[src/rtl/sram_port_arbiter.sv]
// Round-robin arbiter sharing one asynchronous SRAM port between a write requester
// (recorder) and a read requester (DSP), with fixed-length access timing and safe DQ turnaround.
module sram_port_arbiter #(
   parameter int ADDR_W    = 20,
   parameter int DATA_W    = 16,
   parameter int WR_CYCLES = 2,
   parameter int RD_CYCLES = 2
) (
   input  logic              i_clk,
   input  logic              i_rst,
   input  logic              i_wr_req,
   input  logic [ADDR_W-1:0] i_wr_addr,
   input  logic [DATA_W-1:0] i_wr_data,
   output logic              o_wr_ack,
   input  logic              i_rd_req,
   input  logic [ADDR_W-1:0] i_rd_addr,
   output logic [DATA_W-1:0] o_rd_data,
   output logic              o_rd_valid,
   output logic [ADDR_W-1:0] o_sram_addr,
   output logic [DATA_W-1:0] o_sram_dq_out,
   output logic              o_sram_dq_oe,
   input  logic [DATA_W-1:0] i_sram_dq_in,
   output logic              o_sram_we_n,
   output logic              o_sram_oe_n,
   output logic              o_sram_ce_n,
   output logic              o_busy
);

   localparam int MAX_CYC = (WR_CYCLES > RD_CYCLES) ? WR_CYCLES : RD_CYCLES;
   localparam int CNT_W   = $clog2(MAX_CYC + 1);
   localparam logic [CNT_W-1:0] WR_LAST = CNT_W'(WR_CYCLES - 1);
   localparam logic [CNT_W-1:0] RD_LAST = CNT_W'(RD_CYCLES - 1);

   typedef enum logic [2:0] {
      S_IDLE,
      S_WRITE,
      S_W_HOLD,
      S_READ,
      S_R_DONE
   } state_t;

   state_t           r_state;
   state_t           w_nextState;
   logic [CNT_W-1:0] r_cnt;
   logic [CNT_W-1:0] w_cntNext;
   logic             r_lastGrantWr;
   logic             w_grantWr;
   logic             w_grantRd;
   logic             w_capture;

   // On a tie the requester that was not served last wins.
   always_comb begin
      w_nextState = r_state;
      w_cntNext   = r_cnt;
      w_grantWr   = 1'b0;
      w_grantRd   = 1'b0;
      w_capture   = 1'b0;
      case (r_state)
         S_IDLE: begin
            if (i_wr_req && (!i_rd_req || !r_lastGrantWr)) begin
               w_grantWr   = 1'b1;
               w_nextState = S_WRITE;
               w_cntNext   = '0;
            end else if (i_rd_req) begin
               w_grantRd   = 1'b1;
               w_nextState = S_READ;
               w_cntNext   = '0;
            end
         end
         S_WRITE: begin
            if (r_cnt == WR_LAST) begin
               w_nextState = S_W_HOLD;
            end else begin
               w_cntNext = r_cnt + 1'b1;
            end
         end
         S_W_HOLD: w_nextState = S_IDLE;
         S_READ: begin
            if (r_cnt == RD_LAST) begin
               w_capture   = 1'b1;
               w_nextState = S_R_DONE;
            end else begin
               w_cntNext = r_cnt + 1'b1;
            end
         end
         S_R_DONE: w_nextState = S_IDLE;
         default:  w_nextState = S_IDLE;
      endcase
   end

   // Pin controls are decoded from the next state so every output is a flop.
   always_ff @(posedge i_clk) begin
      if (i_rst) begin
         r_state       <= S_IDLE;
         r_cnt         <= '0;
         r_lastGrantWr <= 1'b0;
         o_sram_addr   <= '0;
         o_sram_dq_out <= '0;
         o_rd_data     <= '0;
         o_sram_dq_oe  <= 1'b0;
         o_wr_ack      <= 1'b0;
         o_rd_valid    <= 1'b0;
         o_busy        <= 1'b0;
         o_sram_we_n   <= 1'b1;
         o_sram_oe_n   <= 1'b1;
         o_sram_ce_n   <= 1'b1;
      end else begin
         r_state <= w_nextState;
         r_cnt   <= w_cntNext;
         if (w_grantWr) begin
            o_sram_addr   <= i_wr_addr;
            o_sram_dq_out <= i_wr_data;
            r_lastGrantWr <= 1'b1;
         end
         if (w_grantRd) begin
            o_sram_addr   <= i_rd_addr;
            r_lastGrantWr <= 1'b0;
         end
         if (w_capture) begin
            o_rd_data <= i_sram_dq_in;
         end
         o_sram_ce_n  <= (w_nextState == S_IDLE);
         o_sram_we_n  <= (w_nextState != S_WRITE);
         o_sram_oe_n  <= (w_nextState != S_READ);
         o_sram_dq_oe <= (w_nextState == S_WRITE) || (w_nextState == S_W_HOLD);
         o_wr_ack     <= (w_nextState == S_W_HOLD);
         o_rd_valid   <= (w_nextState == S_R_DONE);
         o_busy       <= (w_nextState != S_IDLE);
      end
   end

endmodule

[config.mk]
export PLATFORM = sky130hd
export DESIGN_NAME = sram_port_arbiter
export DESIGN_NICKNAME = d
export VERILOG_FILES = /design/src/rtl/sram_port_arbiter.sv
export SDC_FILE = /design/constraint.sdc
export NUM_CORES = 1
export LEC_CHECK = 0
export CAP_MARGIN = 15
export CORE_MARGIN = 2
export CORE_UTILIZATION = 40
export CTS_CLUSTER_DIAMETER = 100
export DETAILED_ROUTE_END_ITERATION = 8
export HOLD_SLACK_MARGIN = 0.02
export PLACE_DENSITY = 0.8
export SLEW_MARGIN = 20
export SYNTH_ARGS = -nofsm -noshare
export SYNTH_HDL_FRONTEND = slang
export SYNTH_SLANG_ARGS = --single-unit
[constraint.sdc]
create_clock -name i_clk -period 1.7 [get_ports i_clk]
set_input_delay 0.34 -clock i_clk [delete_from_list [all_inputs] [get_ports i_clk]]
set_output_delay 0.34 -clock i_clk [all_outputs]
set_load 0.1 [all_outputs]
Word-level counts from Yosys, hierarchy flattened
Cells that the tools add are included.
{"block": "totals", "ff_bits": 65, "in_bits": 76, "out_inout_bits": 59, "elab_cells": 55}
{"block": "op_classes", "add_sub_neg": 1, "n_eq_ne": 10, "mux": 18, "reduce_logical": 13}
{"cell": "$mux 20", "n": 2}
{"cell": "$mux 3", "n": 4}
{"cell": "$pmux 3 s3", "n": 1}
{"cell": "$mux 1", "n": 7}
{"cell": "$eq 3x1->1 const B", "n": 2}
{"cell": "$eq 3x2->1 const B", "n": 2}
{"cell": "$logic_not 3->1", "n": 2}
{"cell": "$mux 2", "n": 3}
{"cell": "$pmux 2 s2", "n": 1}
{"cell": "$reduce_bool 2->1", "n": 2}
{"cell": "$reduce_or 2->1", "n": 2}
{"cell": "$eq 3x3->1 const B", "n": 1}
{"cell": "$ne 3x1->1 const B", "n": 1}
{"cell": "$ne 3x2->1 const B", "n": 1}
{"cell": "$ne 3x3->1 const B", "n": 1}
{"cell": "$reduce_and 3->1", "n": 1}
{"cell": "$reduce_bool 3->1", "n": 1}
{"cell": "$add 2x1->2 const B", "n": 1}
{"cell": "$eq 2x1->1 const B", "n": 1}
{"cell": "$logic_not 1->1", "n": 2}
{"cell": "$logic_or 1x1->1", "n": 2}
{"cell": "$ne 2x2->1 const B", "n": 1}
{"cell": "$logic_and 1x1->1", "n": 1}

Longest topological paths before layout
Gate-level depths: netlist (run 1).
{"block": "logic_depth", "word_depth": 7, "ltp_mapped": 7, "mapped_depth_nobuf": 5}

Worst setup path before layout (run 1)
No wires, ideal clock.
{"block": "synth_timing", "path_type": "flip-flop to flip-flop", "start": "reg r_state[0]", "end": "reg o_sram_dq_out[0]", "setup_time_ps": 72, "t_arrival_ps": 1389, "t_required_ps": 1628, "slack_ps": 240, "stages_incl_launch_ff": 6, "path_buffers": 2, "cell_sequence": "dfxtp_1 -> buf_2 -> or2_1 -> nor3_4 -> buf_8 -> mux2i_1"}
{"block": "synth_via", "elab_chain_cells": 2}
{"item": "from (decl)", "line_no": "42", "rtl": "state_t r_state;"}
{"item": "from (signal assigned)", "line_no": "108", "rtl": "r_state <= w_nextState;"}
{"item": "$logic_not 3->1", "line_no": "58", "rtl": "case (r_state)"}
{"item": "$mux 1", "line_no": "58"}
{"item": "to (signal assigned)", "line_no": "112", "rtl": "o_sram_dq_out <= i_wr_data;"}
{"item": "to (decl)", "line_no": "20", "rtl": "output logic [DATA_W-1:0] o_sram_dq_out,"}
Every way passes these cells.
A chain may end at the register's enable or synchronous reset.

Worst setup path after layout (run 1)
{"block": "layout_timing", "start": "reg r_cnt[1]", "end": "reg r_cnt[0]"}
{"block": "layout_via", "elab_chain_cells": 3}
{"item": "from (decl)", "line_no": "44", "rtl": "logic [CNT_W-1:0] r_cnt;"}
{"item": "from (signal assigned)", "line_no": "109", "rtl": "r_cnt <= w_cntNext;"}
{"item": "$eq 2x1->1", "line_no": "71, 79"}
{"item": "$ne 2x2->1 (no source line)"}
{"item": "$reduce_and 3->1 (no source line)"}
Every way passes these cells.

==> results of run 1 <==
[layout by cell type, fill, tap and decap left out, types with 2 or more instances in the layout]
cell type	count
sky130_fd_sc_hd__clkdlybuf4s50_1	74
sky130_fd_sc_hd__dfxtp_1	65
sky130_fd_sc_hd__buf_12	62
sky130_fd_sc_hd__nand2b_1	33
sky130_fd_sc_hd__nand2_1	32
sky130_fd_sc_hd__inv_1	23
sky130_fd_sc_hd__o32ai_1	21
sky130_fd_sc_hd__a221oi_1	20
sky130_fd_sc_hd__a21oi_1	17
sky130_fd_sc_hd__buf_4	17
sky130_fd_sc_hd__mux2i_1	16
sky130_fd_sc_hd__clkbuf_8	10
sky130_fd_sc_hd__nor2_1	6
sky130_fd_sc_hd__nand3b_1	3
sky130_fd_sc_hd__clkbuf_1	3
sky130_fd_sc_hd__nor2b_1	2
sky130_fd_sc_hd__o21ai_1	2
sky130_fd_sc_hd__clkinv_2	2
[registers in the layout, indices dropped and copies added (netlist names), 2 cells and up]
signal,flops
o_sram_dq_out,16
o_rd_data,16
r_cnt,2
o_sram_addr,20
r_state,3
[final cells by class]
type                       instances  area [sq um]  share of cell area, %
timing repair buffer             154          2110                   42.7
sequential                        65          1300                   26.3
multi-input combinational        172          1170                   23.5
clock buffer                      13           149                   3.01
tap                               77          96.3                   1.94
inverter                          23          86.3                   1.74
clock inverter                     3          40.0                  0.808
[power by group through the flow]
stage / Clock [mW] / Combinational, mW / Sequential, mW
finish: 1.27 / 2.14 / 1.82
global placement: 0 / 2.12 / 1.84
detailed placement: 0 / 2.15 / 1.85
CTS: 1.30 / 2.15 / 1.82
global route: 1.36 / 2.23 / 1.83
floorplan: 0 / 0.402 / 2.67
[routing by layer]
layer,wire (um),vias up
li1,-,1283
met1,3160,1242
met2,4170,113
met3,549,13
met4,174,0
met5,0,-
[worst max-delay path by stage]
stage | cells past startpoint | endpoint
floorplan | 5 | o_sram_dq_out[0]$_SDFFE_PP0P_
global placement | 5 | o_sram_dq_out[3]$_SDFFE_PP0P_
detailed placement | 5 | o_sram_dq_out[15]$_SDFFE_PP0P_
CTS | 5 | r_cnt[0]$_SDFFE_PP0P_
global route | 5 | r_cnt[0]$_SDFFE_PP0P_
finish | 5 | r_cnt[0]$_SDFFE_PP0P_
[logic make-up after synthesis]
kind of cell    share of synthesized area, %
simple gates                            17.8
compound gates                          19.1
xor+xnor                               0.329
mux                                     6.01
flops                                   48.8
fa+ha+maj                              0.469
buf+inv                                 7.46
[per-stage QoR]
stage / setup slack [ns] / utilization (%)
detailed placement: -0.134 / 74.6
finish: 0.168 / 77.6
floorplan: 0.240 / -
CTS: 0.174 / 77.6
global placement: -0.0643 / 74.6
global route: 0.0643 / 77.6
==> summary.txt, run 1 <==
Clocking
  • Number of post-CTS setup repair buffers: 0
  • Post-CTS clock slew at the launch and capture registers of the worst setup and hold paths: around 0.06 ns
  • CTS tree: built
  • Maximum clock path buffer count: 2
  • Number of gates given a new drive strength after cts: 0
  • CTS root buf: sky130_fd_sc_hd__clkbuf_8
  • Clk Latency, worst-skew pair: around 0.34 ns
  • Clock tree sinks: 65
  • Number of H-tree levels: 3
  • CTS Hold Buffers Added: 0
  • Clock buffer count from CTS: 9

Floorplan
  • Count of standard-cell rows: 29
  • Core Box Area: about 6400 sq um
  • Horizontal die dimension: about 86 um
  • I/O pin count: 135
  • Die outline area: about 7300 sq um
  • Die Y: approximately 86 um
  • Starting density of the core: about two fifths

Global routing
  • Met3 routing resource usage after global routing: ~5.6%
  • Via count of the first global-routing pass: between 2000 and 3000
  • Met2 global-route usage: 40.1%
  • First-pass GRT wire length: ~13000 um
  • Aggregate global routing overflow: 0
  • Met1 usage in global routing: between 20% and 30%
  • Overall routing resource usage: between 20% and 30%
  • Most Used Layer, Global Route: met2
  • Largest net degree at the start of global routing: 26
  • Initial antenna violation count: 0

Placement
  • Hpwl dp: 6070 um
  • Total placed cells including tap cells: 491
  • Weighted congestion at the end of routability-driven global placement: 0.792
  • Cell area after placement: roughly 4800 sq um
  • Port-buffer cells: 134

Worst setup path
  • Critical Path End Type: flop
  • Signal arrival time at the worst endpoint: approximately 1.8 ns
  • Crit path buf inv count: 1
  • Worst Path Required: a little under 2 ns
  • Reg-to-reg setup timing slack: roughly 0.17 ns
  • Delay contributed by the slowest stage of the critical path: approximately 0.44 ns
  • Startpoint of the worst register-to-register path: r_cnt[1]$_SDFFE_PP0P_
  • Ordered cell list for the critical path: inv_1 > ha_1 > or3b_1 > or3_1 > o21ai_1
  • Slowest cell on the critical path: sky130_fd_sc_hd__or3b_1
  • Maximum fanout encountered on the critical timing path: 5
  • CP Class: reg2reg
  • RR Endpoint: r_cnt[0]$_SDFFE_PP0P_
  • Family with the most delay on the worst path: simple AND/OR/NAND/NOR gates
  • Launching instance or port of the critical path: r_cnt[1]$_SDFFE_PP0P_
  • Startpoint types: flop
  • Cell count of the worst reg-to-reg path: 5

STA
  • Summed negative setup slack over all endpoints: 0 ns
  • Clock tree skew after final layout: 0.0119 ns
  • Worst Max-Slew Pin Slew: between 0.3 and 0.4 ns
  • Max-slew violation total from the final report: 0
  • Hold violation total from the final report: 0
  • Tightest slew margin relative to the limit: roughly three quarters
  • Final worst hold slack: 0.459 ns
  • Unrepaired setup endpoints after global routing: false
  • Share of the cycle needed by the critical path after routing: between 90% and 100%
  • Final min period: around 1.5 ns
  • Total of endpoints with negative setup slack in the final report: 0
  • Peak Freq: 653 MHz

Detailed routing
  • Via density per instance: about 5.2
  • Post-DR wirelength/cell: roughly 16 um
  • Routed wire length: between 8000 and 9000 um
  • First drt pass iteration count: 4
  • Count of nets left with antenna violations after detail routing: 0
  • Iteration-0 DRC count of the detailed router: 92
  • DRC viols: 0
  • Via count: about 2700

Yosys
  • List of most frequent post-synthesis cells: 65 x sky130_fd_sc_hd__dfxtp_1, 33 x sky130_fd_sc_hd__nand2b_1, 32 x sky130_fd_sc_hd__nand2_1
  • Post-synthesis instance area: 2670 sq um
  • Sequential element share of the synthesized area: 48.8%
  • Mean area per synthesized cell: slightly above 9 sq um
  • Yosys Warn Count: 0
  • Distinct cell type count of the synthesized netlist: 35
  • Post-synth EDFFs: 0
  • Fraction of registers with async set/reset: 0%
  • Primary flip-flop cell chosen by synthesis mapping: sky130_fd_sc_hd__dfxtp_1
  • Synthesized flop and latch total: 65
  • Cell types occupying the most area after synthesis: sky130_fd_sc_hd__dfxtp_1 49%, sky130_fd_sc_hd__nand2b_1 7.7%, sky130_fd_sc_hd__o32ai_1 6.9%
  • Yosys top cell area share: between 40% and 50%
  • Gate count after technology mapping: around 290
  • Most frequent cell after synthesis: sky130_fd_sc_hd__dfxtp_1
  • Largest area contributor in the netlist: sky130_fd_sc_hd__dfxtp_1
  • Net Count, Synth: 362

Cells and area
  • Share of post-route cells with drive strength above 1: 22.3%
  • Synthesis-to-layout area growth: 85.8%
  • Finished Layout Cells: 507
  • # diodes: 0
  • Finished Cell Area: between 4000 and 5000 sq um
  • Nets@finish: between 500 and 600
  • Number of filler instances in the final layout: 417

Pwr
  • Power per unit of standard cell area: roughly 1100 nW/um^2
  • IR Drop Worst-Case VDD: 1.00 mV
  • Sw power: roughly 2 mW
  • Fraction of power consumed by sequential logic: a little over a third
  • Static leakage: approximately 1.9 nW
  • Clock power frac: 24.3%
  • Switching fraction of total power: between 30% and 40%
  • Total power: 5.23 mW
  • Logic gate share of total power: approximately two fifths
  • Internal power component: about 3.2 mW

Run
  • Maximum Capacitance Violations: 0

Hold path
  • Hold/Removal Path Class: in2reg
  • End of the worst hold path: o_wr_ack$_SDFF_PP0_
  • Min-delay src: i_rst
  • WHS Path Cells: 2

Run status
  • Outcome: finished, final reports clean
(Power assumes the default switching activity.)
==> inputs of run 2 (changes only) <==
Settings changed: CTS_CLUSTER_SIZE from default to 14.
==> results of run 2 <==
Same layout as run 1: the final DEF is identical, and so are final timing and power.
